<file path="src/rtl/instr_fetch.sv">
// IF stage: holds the PC, fetches over a req/ack instruction memory and registers {PC, instr}
// into the IF/ID bundle, with downstream stall (skid-buffered) and redirect flush.
// Optional performance counters are enabled with the INSTR_FETCH_PERF_EN macro.
module instr_fetch #(
    parameter logic [31:0] RESET_PC  = 32'h0000_0000,
    parameter logic [31:0] PC_STEP   = 32'd4,
    parameter logic [31:0] NOP_INSTR = 32'h0000_0000
) (
    input  logic        clock,
    input  logic        reset_n,
    input  logic        stall,
    input  logic        redirect,
    input  logic [31:0] redirect_pc,
    output logic        imem_req,
    output logic [31:0] imem_addr,
    input  logic        imem_ack,
    input  logic [31:0] imem_rdata,
    output logic [63:0] ID,
`ifdef INSTR_FETCH_PERF_EN
    output logic        id_valid,
    output logic [31:0] perf_fetched,
    output logic [31:0] perf_bubbles
`else
    output logic        id_valid
`endif
);

    typedef enum logic [1:0] {
        StStart,
        StFetch,
        StHold
    } state_e;

    state_e      state_q;
    logic [31:0] pc_q;
    logic [63:0] id_q;
    logic        id_valid_q;
    logic        req_q;
    logic [63:0] skid_q;

    assign imem_req  = req_q;
    assign imem_addr = pc_q;
    assign ID        = id_q;
    assign id_valid  = id_valid_q;

    always_ff @(posedge clock or negedge reset_n) begin
        if (!reset_n) begin
            state_q    <= StStart;
            pc_q       <= RESET_PC;
            id_q       <= {RESET_PC, NOP_INSTR};
            id_valid_q <= 1'b0;
            req_q      <= 1'b0;
            skid_q     <= '0;
        end else begin
            unique case (state_q)
                StStart: begin
                    state_q <= StFetch;
                    req_q   <= 1'b1;
                end
                StFetch: begin
                    if (redirect) begin
                        // Any same-cycle ack belongs to the wrong path and is dropped.
                        pc_q       <= redirect_pc;
                        id_q       <= {redirect_pc, NOP_INSTR};
                        id_valid_q <= 1'b0;
                    end else if (imem_ack && !stall) begin
                        id_q       <= {pc_q, imem_rdata};
                        id_valid_q <= 1'b1;
                        pc_q       <= pc_q + PC_STEP;
                    end else if (imem_ack && stall) begin
                        skid_q  <= {pc_q, imem_rdata};
                        state_q <= StHold;
                        req_q   <= 1'b0;
                    end else if (!stall) begin
                        id_q       <= {pc_q, NOP_INSTR};
                        id_valid_q <= 1'b0;
                    end
                end
                StHold: begin
                    if (redirect) begin
                        pc_q       <= redirect_pc;
                        id_q       <= {redirect_pc, NOP_INSTR};
                        id_valid_q <= 1'b0;
                        state_q    <= StFetch;
                        req_q      <= 1'b1;
                    end else if (!stall) begin
                        // pc only advances once the skid entry is actually consumed.
                        id_q       <= skid_q;
                        id_valid_q <= 1'b1;
                        pc_q       <= pc_q + PC_STEP;
                        state_q    <= StFetch;
                        req_q      <= 1'b1;
                    end
                end
                default: begin
                    state_q <= StStart;
                    req_q   <= 1'b0;
                end
            endcase
        end
    end

`ifdef INSTR_FETCH_PERF_EN
    logic        fetch_evt;
    logic        bubble_evt;
    logic [31:0] perf_fetched_q;
    logic [31:0] perf_bubbles_q;

    assign fetch_evt  = (state_q == StFetch && !redirect && imem_ack && !stall) ||
                        (state_q == StHold && !redirect && !stall);
    assign bubble_evt = (state_q == StFetch && (redirect || (!imem_ack && !stall))) ||
                        (state_q == StHold && redirect);

    always_ff @(posedge clock or negedge reset_n) begin
        if (!reset_n) begin
            perf_fetched_q <= '0;
            perf_bubbles_q <= '0;
        end else begin
            if (fetch_evt) begin
                perf_fetched_q <= perf_fetched_q + 32'd1;
            end
            if (bubble_evt) begin
                perf_bubbles_q <= perf_bubbles_q + 32'd1;
            end
        end
    end

    assign perf_fetched = perf_fetched_q;
    assign perf_bubbles = perf_bubbles_q;
`endif

endmodule

</file>
<file path="config.mk">
export PLATFORM = sky130hd
export DESIGN_NAME = instr_fetch
export DESIGN_NICKNAME = d
export VERILOG_FILES = /design/src/rtl/instr_fetch.sv
export SDC_FILE = /design/constraint.sdc
export NUM_CORES = 1
export LEC_CHECK = 0
export CAP_MARGIN = 5
export CELL_PAD_IN_SITES_DETAIL_PLACEMENT = 0
export CELL_PAD_IN_SITES_GLOBAL_PLACEMENT = 2
export CORE_ASPECT_RATIO = 0.6
export CORE_MARGIN = 3
export CORE_UTILIZATION = 34
export DETAILED_ROUTE_END_ITERATION = 10
export PLACE_DENSITY_LB_ADDON = 0.08
export REMOVE_ABC_BUFFERS = 1
export SKIP_CTS_REPAIR_TIMING = 1
export SLEW_MARGIN = 20
export SYNTH_ARGS = -nofsm -noshare
export SYNTH_HDL_FRONTEND = slang
export SYNTH_SLANG_ARGS = --single-unit
</file>
<file path="constraint.sdc">
create_clock -name clock -period 3.66 [get_ports clock]
set_input_delay 0.732 -clock clock [delete_from_list [all_inputs] [get_ports clock]]
set_output_delay 0.732 -clock clock [all_outputs]
set_load 0.02 [all_outputs]
</file>
### Yosys cells after proc, flatten, opt, wreduce, memory -nomap -nowiden

Cells that the tools add are included.

* add/subtract/negate cells: 1
* equal/unequal tests: 9
* multiplexer cells: 30
* bitwise operators: 2
* reduce and logical (&&, ||, !) cells: 9

Operators by type and width (count)
* 64-bit 2-to-1 mux: 6
* 32-bit 2-to-1 mux: 4
* 64-bit case mux with 2 select lines: 1
* 32-bit case mux with 2 select lines: 1
* 32-bit by 3-bit adder with 32-bit output (second input constant): 1
* 4-bit AND reduction: 3
* 1-bit 2-to-1 mux: 10
* 2-bit 2-to-1 mux: 5
* 4-bit != test (second input constant): 2
* 2-bit != test (second input constant): 3
* 3-bit != test (second input constant): 2
* 2-bit case mux with 3 select lines: 1
* 1-bit case mux with 3 select lines: 1
* 3-bit AND reduction: 1
* 2-bit by 1-bit equality test with 1-bit output (second input constant): 1
* 2-bit equality test (second input constant): 1
* 1-bit logical AND: 2
* 2-bit logical NOT: 1
* 1-bit inverter: 2
* 1-bit case mux with 2 select lines: 1
* 2-bit nonzero test: 1
* 1-bit logical NOT: 1

* register bits after elaboration: 164
* input port bits: 69
* output and inout port bits: 98

### Longest topological paths before layout

* word-level depth: 5
* gate-level depth with buffers: 8
* gate-level depth less buffers: 6

### Worst setup path before layout

No wires, ideal clock.

* path kind: input -> register
* start point: input port redirect
* end point: register skid_q[10]
* arrival time: 2.119 ns
* setup slack: 1.416 ns
* stages on the path: 7
* path through: clkbuf_1 > inv_1 > clkbuf_1 > and3_1 > buf_2 > buf_2 > mux2_2

* cells in the longest elaborated chain, start to end: 2

Ends and longest elaborated chain
* start, declared: RTL line 12 `input logic redirect,`
* 1-bit inverter (no source line)
* 4-bit AND reduction (no source line)
* end signal, assigned: RTL line 71 `skid_q <= {pc_q, imem_rdata};`
* end, declared: RTL line 39 `logic [63:0] skid_q;`

Every way passes these cells.
A chain may end at the register's enable or synchronous reset.

### Worst setup path after layout

* start point: register state_q[1]
* end point: register pc_q[29], in the netlist imem_addr[29]

* cells in the longest elaborated chain, start to end: 3
* elaborated cells on any way between the ends: 7
* those cells by class: eq/ne: 4; mux: 1; reduce/logical: 2

Ends and longest elaborated chain
* start, declared: RTL line 34 `state_e state_q;`
* start signal, assigned: RTL line 48 `state_q <= StStart;`
* start signal, assigned: RTL line 57 `state_q <= StFetch;`
* start signal, assigned: RTL line 72 `state_q <= StHold;`
* 2-bit by 1-bit equality test with 1-bit output / 2-bit equality test (equally long branches): RTL line 55 `unique case (state_q)`
* 3-bit != test (no source line) / 2-bit nonzero test (equally long branches)
* 3-bit AND reduction (no source line)
* end signal, assigned: RTL line 63 `pc_q <= redirect_pc;`
* end signal, assigned: RTL line 69 `pc_q <= pc_q + PC_STEP;`
* end signal, assigned: RTL line 81 `pc_q <= redirect_pc;`
* end, declared: RTL line 35 `logic [31:0] pc_q;`

Several ways; a longest one is shown, not always the timed one.

==> results by group <==
Critical path
  • Worst reg2reg setup slack: approximately 1200 ps
  • FF-to-FF path depth: 4
  • Crit start category: flip-flop
  • Buffer and inverter count on the worst path: 0
  • Critical-path cell list: nor2b_2, o21ai_1, or4_1, nand4_1
  • Data arrival, critical path: roughly 2900 ps
  • RR Startpoint: state_q[1]
  • CP top delay family: simple AND/OR/NAND/NOR gates
  • Reg-to-Reg End: imem_addr[29]
  • Critical-path top delay cell: nor2b_2
  • CP Data Required Time: approximately 4000 ps
  • CP Class: reg2reg
  • Slowest stage delay, CP: ~750 ps
  • Nature of the critical path endpoint: flip-flop
  • CP max FO: 15

Synthesis
  • Netlist cell types: 56
  • #FFs+latches synth: roughly 160
  • Post-Syn Instances: between 700 and 800
  • Synth top cells by count: dfrtp_1 (163), nand2_1 (131), mux2_2 (77)
  • Most frequent cell after synthesis: dfrtp_1
  • Mapped Avg Cell Area: 10.2 um2
  • Fraction of registers with async set/reset: 1.00
  • Main synth FF type: dfrtp_1
  • Mapped Area: approximately 7700 um2
  • Top cells by area, synth: dfrtp_1 (53%), mux2_2 (11%), nand2_1 (6.4%), a21oi_1 (4.3%), a22oi_1 (3.9%)
  • Top-area cell type share of the netlist area: 0.527
  • Area leader, netlist: dfrtp_1
  • Syn. warnings: 0
  • Seq/Total Area, Yosys: 0.527
  • EDFF count, synth: 0

Clock tree
  • Clock buffer count from CTS: 17
  • Buffer depth of the longest clock path: 2
  • H-tree depth: 4
  • CTS clk-pin slew, worst paths: about 70 ps
  • Clk sinks: 163
  • CTS tree: built
  • Root Buffer Master: clkbuf_16
  • Insertion delay to the later sink of the worst-skew pair: approximately 430 ps

Timing
  • Relative slew slack: 0.380
  • RSZ-0062 raised after global routing: false
  • TNS Setup: 0 ps
  • Max frequency: 0.399 GHz
  • Final setup viols: 0
  • Tightest Pin Transition: between 900 and 1000 ps
  • Final hold violation count: 0
  • Post-layout min period: approximately 2500 ps
  • Final Max Tran Viols: 0
  • Final Skew: ~10 ps
  • Final worst slack: 1150 ps
  • Tcrit/Tclk final: 0.685

Floorplan
  • Chip height: ~120 um
  • Row count: 42
  • Core region area: around 22000 um2
  • Die Wd: 201 um
  • Initial core utilization: 0.349
  • Die area: roughly 25000 um2
  • Ports: roughly 170

Placed design
  • IO Port Bufs: ~170
  • Detailed Place HPWL: ~16000 um
  • Final Wtd Congestion: ~0.78
  • Dpl ws: between 800 and 900 ps

Global routing
  • Initial antenna violation count: 0
  • First-pass GRT wire length: ~37000 um
  • Vias in the first global route: approximately 6500
  • Largest net degree at the start of global routing: 83
  • Total GRT Usage: 0.190
  • Global route total overflow: 0

Route
  • Via-per-instance ratio: 5.23
  • TritonRoute pass-1 iters: 5
  • Vias: 6361
  • Residual DRC count: 0
  • Drt initial violations: 370
  • WL final: roughly 23000 um
  • Drt wl/cell: about 19 um
  • DRT antenna net count: 0

Worst hold path
  • Worst hold path type: in2async

Power
  • Power per cell area: 592 nW/um2
  • Leakage power figure: between 4 and 5 nW
  • Max VDD drop: 0.324 mV

Run status
  • Status: finished, final reports clean

Finish
  • Area delta synth->final: 34.1%
  • Share of cells above drive strength 1: 0.159
  • Final #Nets: 965
  • N_diodes: 0

Flow run
  • Max-cap viol count: 0
layout by cell type, fill, tap and decap left out, drive strengths merged, types with 3 or more instances in the layout:
cell and n:
clkdlybuf4s50 164, dfrtp 163, nand2 131, mux2 77, o21ai 73, a21oi 66
a22oi 40, clkbuf 19, buf 18, nor2 17, nand4 17, mux2i 16
o22ai 15, nand3 12, nor3 8, and3 7, clkinv 7, bufinv 5
or4 4, a31oi 4, inv 3, a21o 3, and4 3, a31o 3
cells by family after synthesis:
logic type	after synthesis	share of synthesized area
buffers and inverters	65	0.0340
flip-flops	163	0.527
multiplexers	93	0.133
AO/OA/AOI/OAI	219	0.168
XOR/XNOR	3	0.00340
AND/OR/NAND/NOR	211	0.133
adder cells (fa/ha/maj)	1	0.00162
registers in the layout (all words and copies together), names as in the netlist:
signal / cells
state_q: 1
imem_addr: 32
skid_q: 64
imem_req: 1
id_valid: 1
ID: 64
how the worst max path moves through the flow:
stage / start / endpoint / slack, ps / depth (start not counted)
final: state_q[1] / imem_addr[29] / 1150 / 4
after global routing: state_q[1] / imem_addr[29] / 1010 / 4
after CTS: state_q[1] / imem_addr[29] / 1150 / 4
after detailed placement: imem_ack / skid_q[24] / 800 / 5
after global placement: imem_ack / skid_q[53] / 880 / 5
after floorplan: imem_req / ID[34] / -460 / 4
stage by stage:
step | utilization | instance area (um2) | std cells | hold WS [ps] | power (W)
floorplan | - | 7490 | 694 | 436 | 0.00337
global placement | 0.438 | 9710 | 1184 | 462 | 0.00412
detailed placement | 0.438 | 9710 | 1184 | 471 | 0.00418
CTS | 0.468 | 10400 | 1216 | 328 | 0.00621
global route | 0.468 | 10400 | 1216 | 353 | 0.00647
finish | 0.468 | 10400 | 1216 | 310 | 0.00614
cell type report:
cell class	count	area (um2)
clock buffer	19	453
clock inverter	13	206
fill	2090	11800
inverter	4	15.0
multi-input combinational	527	3430
sequential	163	4080
tap	308	385
timing repair buffer	182	1800
where the power goes:
part           switching (W)  leakage [nW]  internal [W]
clock network       0.000760         0.319       0.00125
registers           0.000371          1.99       0.00221
logic               0.000768          1.94      0.000778
total                0.00190          4.24       0.00424
layer usage:
metal	global-route usage	vias to the layer above	wire, um	part of all wire
met4	0.0478	0	267	0.012
met2	0.280	170	9930	0.43
li1	-	3008	-	-
met1	0.276	3163	11400	0.50
met3	0.0535	20	1300	0.057
met5	0	-	0	0
Note: power is estimated with default switching activity, not from simulation.
